## src/rtl/kypd_pkg.sv

```systemverilog
// Shared constants for the keypad entry buffer.
// Segment patterns are active-low {g,f,e,d,c,b,a}.
package kypd_pkg;

  localparam int NUM_DIGITS = 4;

  localparam logic [6:0] SEG_BLANK = 7'h7F;

  // Packed table: element i is the pattern for hex digit i.
  localparam logic [15:0][6:0] HEX_SEG = {
    7'h0E, 7'h06, 7'h21, 7'h46,
    7'h03, 7'h08, 7'h10, 7'h00,
    7'h78, 7'h02, 7'h12, 7'h19,
    7'h30, 7'h24, 7'h79, 7'h40
  };

endpackage

```

## src/rtl/kypd_entry_buffer_hex7seg.sv

```systemverilog
// Hex nibble to active-low seven-segment decoder.
// Purely combinational lookup into the shared table.
module hex7seg
  import kypd_pkg::*;
(
  input  logic [3:0] hex_i,
  output logic [6:0] seg_o
);

  assign seg_o = HEX_SEG[hex_i];

endmodule

```

## src/rtl/kypd_entry_buffer.sv

```systemverilog
// Keypad entry buffer: 4-digit shift buffer
// with a multiplexed seven-segment display scan.
module kypd_entry_buffer
  import kypd_pkg::*;
#(
  parameter int REFRESH_DIV = 100000
) (
  input  logic        clk,
  input  logic        rst,
  input  logic        key_valid,
  input  logic [3:0]  key_code,
  input  logic        clr,
  output logic [3:0]  an,
  output logic [6:0]  seg,
  output logic [15:0] digits,
  output logic [2:0]  count
);

  localparam int CW = $clog2(REFRESH_DIV);
  localparam logic [CW-1:0] LAST = CW'(REFRESH_DIV - 1);
  localparam logic [2:0] FULL = 3'(NUM_DIGITS);

  logic [CW-1:0] cnt_q, cnt_d;
  logic [1:0]    sel_q, sel_d;
  logic [15:0]   digits_q, digits_d;
  logic [2:0]    count_q, count_d;
  logic [3:0]    an_q, an_d;
  logic [6:0]    seg_q, seg_d;
  logic          tick;
  logic          lit;
  logic [3:0]    nib;
  logic [6:0]    seg_hex;

  assign tick = (cnt_q == LAST);

  // Slot being loaded on this tick and its digit.
  assign sel_d = tick ? sel_q + 2'd1 : sel_q;
  assign nib   = digits_q[{sel_d, 2'b00} +: 4];
  assign lit   = ({1'b0, sel_d} < count_q);

  hex7seg u_hex (
    .hex_i (nib),
    .seg_o (seg_hex)
  );

  // Refresh divider wraps at REFRESH_DIV-1.
  always_comb begin
    cnt_d = cnt_q + CW'(1);
    if (tick) cnt_d = '0;
  end

  // Shift buffer; clear beats a same-cycle key.
  always_comb begin
    digits_d = digits_q;
    count_d  = count_q;
    if (clr) begin
      digits_d = '0;
      count_d  = '0;
    end else if (key_valid) begin
      digits_d = {digits_q[11:0], key_code};
      if (count_q != FULL) count_d = count_q + 3'd1;
    end
  end

  // Display outputs only move on a tick.
  always_comb begin
    an_d  = an_q;
    seg_d = seg_q;
    if (tick) begin
      if (lit) begin
        an_d  = ~(4'b0001 << sel_d);
        seg_d = seg_hex;
      end else begin
        an_d  = 4'hF;
        seg_d = SEG_BLANK;
      end
    end
  end

  // State registers with synchronous reset.
  always_ff @(posedge clk) begin
    if (rst) begin
      cnt_q    <= '0;
      sel_q    <= '0;
      digits_q <= '0;
      count_q  <= '0;
      an_q     <= 4'hF;
      seg_q    <= SEG_BLANK;
    end else begin
      cnt_q    <= cnt_d;
      sel_q    <= sel_d;
      digits_q <= digits_d;
      count_q  <= count_d;
      an_q     <= an_d;
      seg_q    <= seg_d;
    end
  end

  assign an     = an_q;
  assign seg    = seg_q;
  assign digits = digits_q;
  assign count  = count_q;

endmodule

```

## config.mk

```make
export PLATFORM = sky130hd
export DESIGN_NAME = kypd_entry_buffer
export DESIGN_NICKNAME = d
export VERILOG_FILES = /design/src/rtl/kypd_pkg.sv /design/src/rtl/kypd_entry_buffer_hex7seg.sv /design/src/rtl/kypd_entry_buffer.sv
export SDC_FILE = /design/constraint.sdc
export NUM_CORES = 1
export LEC_CHECK = 0
export ABC_AREA = 0
export CAP_MARGIN = 25
export CORE_ASPECT_RATIO = 0.75
export CORE_MARGIN = 8
export CORE_UTILIZATION = 51
export DETAILED_ROUTE_END_ITERATION = 7
export PLACE_DENSITY_LB_ADDON = 0.15
export SLEW_MARGIN = 5
export SYNTH_ARGS = -nofsm -noshare
export SYNTH_HDL_FRONTEND = slang
export SYNTH_SLANG_ARGS = --single-unit
export TNS_END_PERCENT = 100
```

## constraint.sdc

```tcl
create_clock -name clk -period 4.12 [get_ports clk]
set_input_delay 0.824 -clock clk [delete_from_list [all_inputs] [get_ports clk]]
set_output_delay 0.824 -clock clk [all_outputs]
set_load 0.01 [all_outputs]
```

==> impl_summary.txt, run 1 <==
----------------------------------------------------
[Outcome]
  Run status ... complete, no violations

[Pwr]
  Maximum vdd drop ... 177.9 µV
  Leak ... roughly 1.1 nW
  Power per standard cell area ... about 300 nW/µm²

[Timing]
  Final Critical Period ... approximately 2.9 ns
  Normalized max-slew margin ... 0.4666
  Timing-limited maximum frequency ... around 0.34 GHz
  Maximum clock skew at final layout ... about 0.0079 ns
  Count of endpoints failing hold in the final timing report ... 0
  Final setup violation count ... 0
  Ratio of final minimum period to clock period ... 0.7054
  Sum Neg Setup Slack ... 0 ns
  Final Slew Violations ... 0
  Worst-Margin Slew ... 0.8001 ns
  RSZ-0062 raised after global routing ... false

[Die]
  Starting density of the core ... 0.5378
  Number of placement rows ... 21
  Placeable core region ... around 4500 µm²
  Die Y ... 75.96 µm
  Full die area ... approximately 7300 µm²
  Number of top-level design ports ... 38
  Die extent in x ... roughly 96 µm

[Final layout]
  Most frequent standard cell in the layout excluding fill and tap cells ... sky130_fd_sc_hd__nor2_1
  Fraction of final layout cells with drive strength greater than 1 ... 0.07818
  Post-route cell area ... ~3000 µm²
  Layout net count ... ~320
  Antenna diode count ... 0
  Most frequent cells in the layout ... 59 x sky130_fd_sc_hd__nor2_1, 49 x sky130_fd_sc_hd__dfxtp_1, 37 x sky130_fd_sc_hd__clkdlybuf4s50_1, 22 x sky130_fd_sc_hd__mux2i_1, 17 x sky130_fd_sc_hd__inv_1
  Area grow syn2layout ... 21.44%
  Final design utilization ... 0.6532
  Area of combinational cells with multiple inputs ... between 1000 and 1500 µm²
  # fillers ... 409
  Sequential cell area ... ~980 µm²

[Critical path]
  Worst path required time ... between 4 and 5 ns
  Classification of the worst setup path ... reg2reg
  Signal arrival time at the worst endpoint ... just over 3 ns
  CP Max Fanout ... 9
  Type of element capturing the critical path ... flip-flop
  Startpoint type of the worst setup path ... flip-flop

[Place]
  DPL Wire Length ... 3703 µm
  Global placer's final weighted congestion ... between 0.8 and 0.9
  DP Area ... 2854 µm²
  Port buffer count ... 37

[Synthesis]
  Number of synthesized register bits ... between 40 and 50
  Post-synthesis net count ... approximately 290
  Cell count after synthesis ... 270
  Average cell area after synthesis ... a little over 9 µm²
  Dominant synthesized flop cell ... sky130_fd_sc_hd__dfxtp_1
  Number of synthesized flops with an enable pin ... 0
  Portion of the post-synthesis area used by sequential elements ... 0.4012
  Number of library cell types mapped by synthesis ... between 40 and 50
  Post-synth ARST share ... 0
  Post-synthesis cell area ... around 2400 µm²
  Synthesis warning total ... 0

[Routing]
  DRC violation total after the first TritonRoute iteration ... 73
  Wire length reported by the detailed router ... a little under 5000 µm
  Antenna-violating nets left ... 0
  Iteration count of the initial detailed-routing pass ... 4
  Total number of vias ... 1885
  Detailed-route wire length per cell ... about 14 µm
  DRC ... 0
  Routed via count divided by cell count ... just over 5

[GRT]
  Global-route wire length before repair ... ~8600 µm
  Pin count of the biggest net entering global routing ... 26
  Gr ovfl total ... 0
  Vias in the first global route ... 1841
  GRT Total Usage ... 0.1437
  Antenna violations before repair ... 0

[Clock tree]
  Number of buffers added to fix hold violations after cts ... 0
  H-tree depth reported by CTS ... 2
  Clock sink count ... between 40 and 50
  Clock tree from TritonCTS ... yes
  Postcts setup bufs ... 0
  Clock Path Buffers ... 2
  CTS Buf Count ... 5
  Clock network latency to the later pin of the worst-skew pair ... 0.31 ns
  PostCTS Resize Cnt ... 0
  Root buffer cell ... sky130_fd_sc_hd__clkbuf_8
  Clk pin slew, worst setup/hold paths ... approximately 0.090 ns

[Min path]
  Worst min-delay path category ... reg2reg

[Run]
  Reported max-cap violation count ... 0

----------------------------------------------------
[synth_stat cells (all sizes together), types with 2 or more instances]
master,n,area share
mux2i,24,0.10
nor3,3,0.0061
inv,17,0.026
and4,2,0.0072
a21oi,5,0.010
clkbuf,7,0.011
nand2b,3,0.0077
dfxtp,49,0.40
xor2,6,0.021
a221oi,3,0.016
o21a,2,0.0061
a31oi,4,0.010
nand2,14,0.021
o21ai,4,0.0082
o221ai,2,0.0072
and2,2,0.0051
mux2,4,0.020
buf,5,0.015
nand3,7,0.014
a222oi,2,0.0082
nor2b,2,0.0051
or2,3,0.0077
nand4,4,0.016
nor2,59,0.091
xnor2,13,0.047
ha,10,0.051
[routing by layer]
layer  part of all wire  track usage  vias up
met5                  0            0        -
met4             0.0085      0.04135        0
met3              0.033      0.03445        5
met2               0.41       0.2066       27
met1               0.55       0.2045      870
li1                   -            -      983
[metrics by stage]
stage                     power [W]  worst slack [ns]  cells  hold WS, ns
after floorplan           0.0005322             1.177    270       0.4297
after detailed placement  0.0005511             1.215    356       0.4545
after CTS                 0.0008918             1.198    364       0.4771
after global placement    0.0005501             1.295    356       0.4462
after global routing      0.0009181            0.9459    364       0.5075
final                     0.0008885             1.214    364       0.4721
[area by class of cell]
cell class	count	share of cell area
Multi-Input combinational cell	192	0.4505
Sequential cell	49	0.3304
Timing Repair Buffer	41	0.1349
Tap cell	57	0.02402
Clock buffer	5	0.02318
Inverter	17	0.02149
Clock inverter	3	0.01559
[sequential cells by signal (all words and copies together) (netlist names)]
name,cells
an,4
cnt_q,17
count,3
digits,16
seg,7
sel_q,2
[cell families after synthesis]
family	synth area share
and+or+nand+nor	0.2252
DFF	0.4012
buffers and inverters	0.05169
muxes	0.1213
AOI/OAI and AO/OA	0.08138
xor gates and xnor gates	0.06807
adders and majority gates	0.05118
[worst paths after layout]
check	from	end	slack, ns	cells past startpoint
max	cnt_q[0]$_SDFF_PP0_	seg[0]$_SDFFE_PP1N_	1.21	11
min	cnt_q[0]$_SDFF_PP0_	cnt_q[0]$_SDFF_PP0_	0.47	1
max reg2reg	cnt_q[0]$_SDFF_PP0_	seg[0]$_SDFFE_PP1N_	1.21	11
min reg2reg	cnt_q[0]$_SDFF_PP0_	cnt_q[0]$_SDFF_PP0_	0.47	1
[power by group]
group           total, W  switching (W)  leakage, nW  internal, W
clock network   0.000349       0.000167       0.0543     0.000182
registers       0.000483     0.00000503        0.396     0.000478
logic          0.0000565      0.0000292        0.659    0.0000274
total           0.000889       0.000201         1.11     0.000687
[critical path, stage by stage (launching register included)]
cell,delay [ns]
sky130_fd_sc_hd__dfxtp_1,0.38
sky130_fd_sc_hd__ha_1,0.21
sky130_fd_sc_hd__and4_1,0.31
sky130_fd_sc_hd__nand4_4,0.22
sky130_fd_sc_hd__mux2i_2,0.25
sky130_fd_sc_hd__a221oi_1,0.30
sky130_fd_sc_hd__buf_4,0.20
sky130_fd_sc_hd__inv_1,0.08
sky130_fd_sc_hd__ha_1,0.25
sky130_fd_sc_hd__or3b_1,0.38
sky130_fd_sc_hd__o221ai_1,0.09
sky130_fd_sc_hd__a31oi_1,0.12
(Power assumes the default switching activity.)
==> inputs of run 2 (changes only) <==
- clock period: 4.12 -> 2.75 ns (I/O delays scaled with it)
==> impl_summary.txt, run 2 (synthesis gave the netlist of run 1 again) <==
----------------------------------------------------
[Final layout]
  Fraction of final layout cells with drive strength greater than 1 ... 0.1306
  Layout net count ... around 330
  Final design utilization ... 0.6724
  Flip-flop count of the largest register after layout ... 17
  Most frequent cells in the layout ... 59 x sky130_fd_sc_hd__nor2_1, 45 x sky130_fd_sc_hd__dfxtp_1, 37 x sky130_fd_sc_hd__clkdlybuf4s50_1, 22 x sky130_fd_sc_hd__mux2i_1, 16 x sky130_fd_sc_hd__inv_1
  Area grow syn2layout ... 25.03%
  Most frequent standard cell in the layout excluding fill and tap cells ... sky130_fd_sc_hd__nor2_1
  Area of combinational cells with multiple inputs ... approximately 1400 µm²
  Sequential cell area ... around 1000 µm²
  # fillers ... 382
  Post-route cell area ... about 3000 µm²
  Antenna diode count ... 0
  Largest register by flop count ... cnt_q

[Run]
  Reported max-cap violation count ... 0

[Pwr]
  Reg power frac ... 0.540
  Clk pwr share ... 0.395
  Internal power component ... ~0.0011 W
  Net switching power ... 0.0002846 W
  Leak ... around 1.2 nW
  Power per standard cell area ... 438.8 nW/µm²
  Logic gate share of total power ... 0.065
  Maximum vdd drop ... between 300 and 400 µV
  Sw Ratio ... 0.2122

[Timing]
  Timing-limited maximum frequency ... approximately 0.38 GHz
  Normalized max-slew margin ... 0.7339
  Final setup violation count ... 0
  Maximum clock skew at final layout ... slightly above 0.01 ns
  Final Critical Period ... 2.611 ns
  Least setup slack across all paths after layout ... 0.1390 ns
  Worst-Margin Slew ... 0.3986 ns
  RSZ-0062 raised after global routing ... false
  Ratio of final minimum period to clock period ... 0.9494
  Count of endpoints failing hold in the final timing report ... 0
  Final Slew Violations ... 0

[Routing]
  Antenna-violating nets left ... 0
  Detailed-route wire length per cell ... about 14 µm
  Wire length reported by the detailed router ... 5097 µm
  Routed via count divided by cell count ... roughly 5.2
  DRC ... 0
  Iteration count of the initial detailed-routing pass ... 5
  Total number of vias ... just under 2000
  DRC violation total after the first TritonRoute iteration ... ~80

[Clock tree]
  Root buffer cell ... sky130_fd_sc_hd__clkbuf_8
  Clock tree from TritonCTS ... yes
  Clk pin slew, worst setup/hold paths ... ~0.090 ns
  Clock network latency to the later pin of the worst-skew pair ... approximately 0.3 ns
  H-tree depth reported by CTS ... 2
  Clock sink count ... between 40 and 50
  Number of buffers added to fix hold violations after cts ... 0
  CTS Buf Count ... 5
  Clock Path Buffers ... 2

[GRT]
  Pin count of the biggest net entering global routing ... 26
  Antenna violations before repair ... 0
  Vias in the first global route ... about 1800
  GRT Total Usage ... 0.1430
  Gr ovfl total ... 0
  Global-route wire length before repair ... ~8500 µm

[Die]
  Starting density of the core ... 0.5378
  Full die area ... between 7000 and 8000 µm²
  Die extent in x ... roughly 96 µm
  Placeable core region ... around 4500 µm²
  Number of placement rows ... 21
  Number of top-level design ports ... 38
  Die Y ... between 70 and 80 µm

[Outcome]
  Run status ... complete, no violations

[Critical path]
  Slowest cell delay on critical path ... around 0.36 ns
  Signal arrival time at the worst endpoint ... about 2.8 ns
  Startpoint type of the worst setup path ... flip-flop
  Type of element capturing the critical path ... flip-flop
  Slowest cell on the critical path ... sky130_fd_sc_hd__dfxtp_2
  Worst path required time ... approximately 3 ns
  CP Max Fanout ... 11
  Classification of the worst setup path ... reg2reg
  Worst-path cell chain ... ha_2 > and4_4 > nand4_4 > mux2i_4 > a222oi_1 > buf_4 > mux2_4 > a221oi_2 > nor2_1

[Place]
  Global placer's final weighted congestion ... slightly above 0.8
  DPL Wire Length ... between 3000 and 4000 µm
  Dpl ws ... -0.01531 ns
  DP Area ... ~2900 µm²
  Port buffer count ... 37

[Min path]
  Worst min-delay path category ... reg2reg

----------------------------------------------------
[run 2: layout make-up]
type                            count  area share
Inverter                           17     0.02088
Clock inverter                      1    0.009824
Tap cell                           57     0.02333
Clock buffer                        7     0.02824
Sequential cell                    49      0.3226
Timing Repair Buffer               48      0.1482
Multi-Input combinational cell    192      0.4470
[run 2: final timing paths]
check / from / to / slack [ns] / cells after the start
worst max-delay path: cnt_q[0]$_SDFF_PP0_ / seg[6]$_SDFFE_PP1N_ / 0.14 / 9
worst min-delay path: cnt_q[0]$_SDFF_PP0_ / cnt_q[0]$_SDFF_PP0_ / 0.44 / 1
worst max register to register: cnt_q[0]$_SDFF_PP0_ / seg[6]$_SDFFE_PP1N_ / 0.14 / 9
worst min register to register: cnt_q[0]$_SDFF_PP0_ / cnt_q[0]$_SDFF_PP0_ / 0.44 / 1
[run 2: repair_timing]
action | CTS | global route
gates resized for setup | 1 | 11
buffers inserted | 0 | 2
hold endpoints to repair | 0 | 0
setup endpoints to repair | 2 | 9
pin swaps | 0 | 4
gates cloned | 0 | 0
[run 2: power groups by stage]
stage / clock (W) / sequential, W / combinational (W)
after global placement: 0 / 0.000740 / 0.0000858
after detailed placement: 0 / 0.000741 / 0.0000864
after CTS: 0.000545 / 0.000724 / 0.0000868
after global routing: 0.000572 / 0.000726 / 0.0000971
final: 0.000529 / 0.000724 / 0.0000876
after floorplan: 0 / 0.000741 / 0.0000570
[run 2: critical path: cells and delay by family, from the launching register on]
kind	cells	cell delay, ns
AND/OR/NAND/NOR	3	0.50
flip-flops	1	0.36
adder cells (fa/ha/maj)	1	0.20
multiplexers	2	0.60
AO/OA/AOI/OAI	2	0.59
buffers and inverters	1	0.26
[run 2: metal layers]
metal | part of all wire | GRT usage
met5 | 0 | 0
met4 | 0.014 | 0.05207
met3 | 0.039 | 0.03642
met2 | 0.42 | 0.1977
met1 | 0.53 | 0.2049
[run 2: metrics by stage]
stage / cells / hold slack [ns] / power (W) / TNS, ns
final: 371 / 0.4421 / 0.001341 / 0
after global routing: 371 / 0.4616 / 0.001395 / 0
after CTS: 369 / 0.4794 / 0.001356 / 0
after detailed placement: 361 / 0.4581 / 0.0008270 / -0.02194
after global placement: 361 / 0.4454 / 0.0008260 / 0
after floorplan: 270 / 0.4297 / 0.0007977 / 0
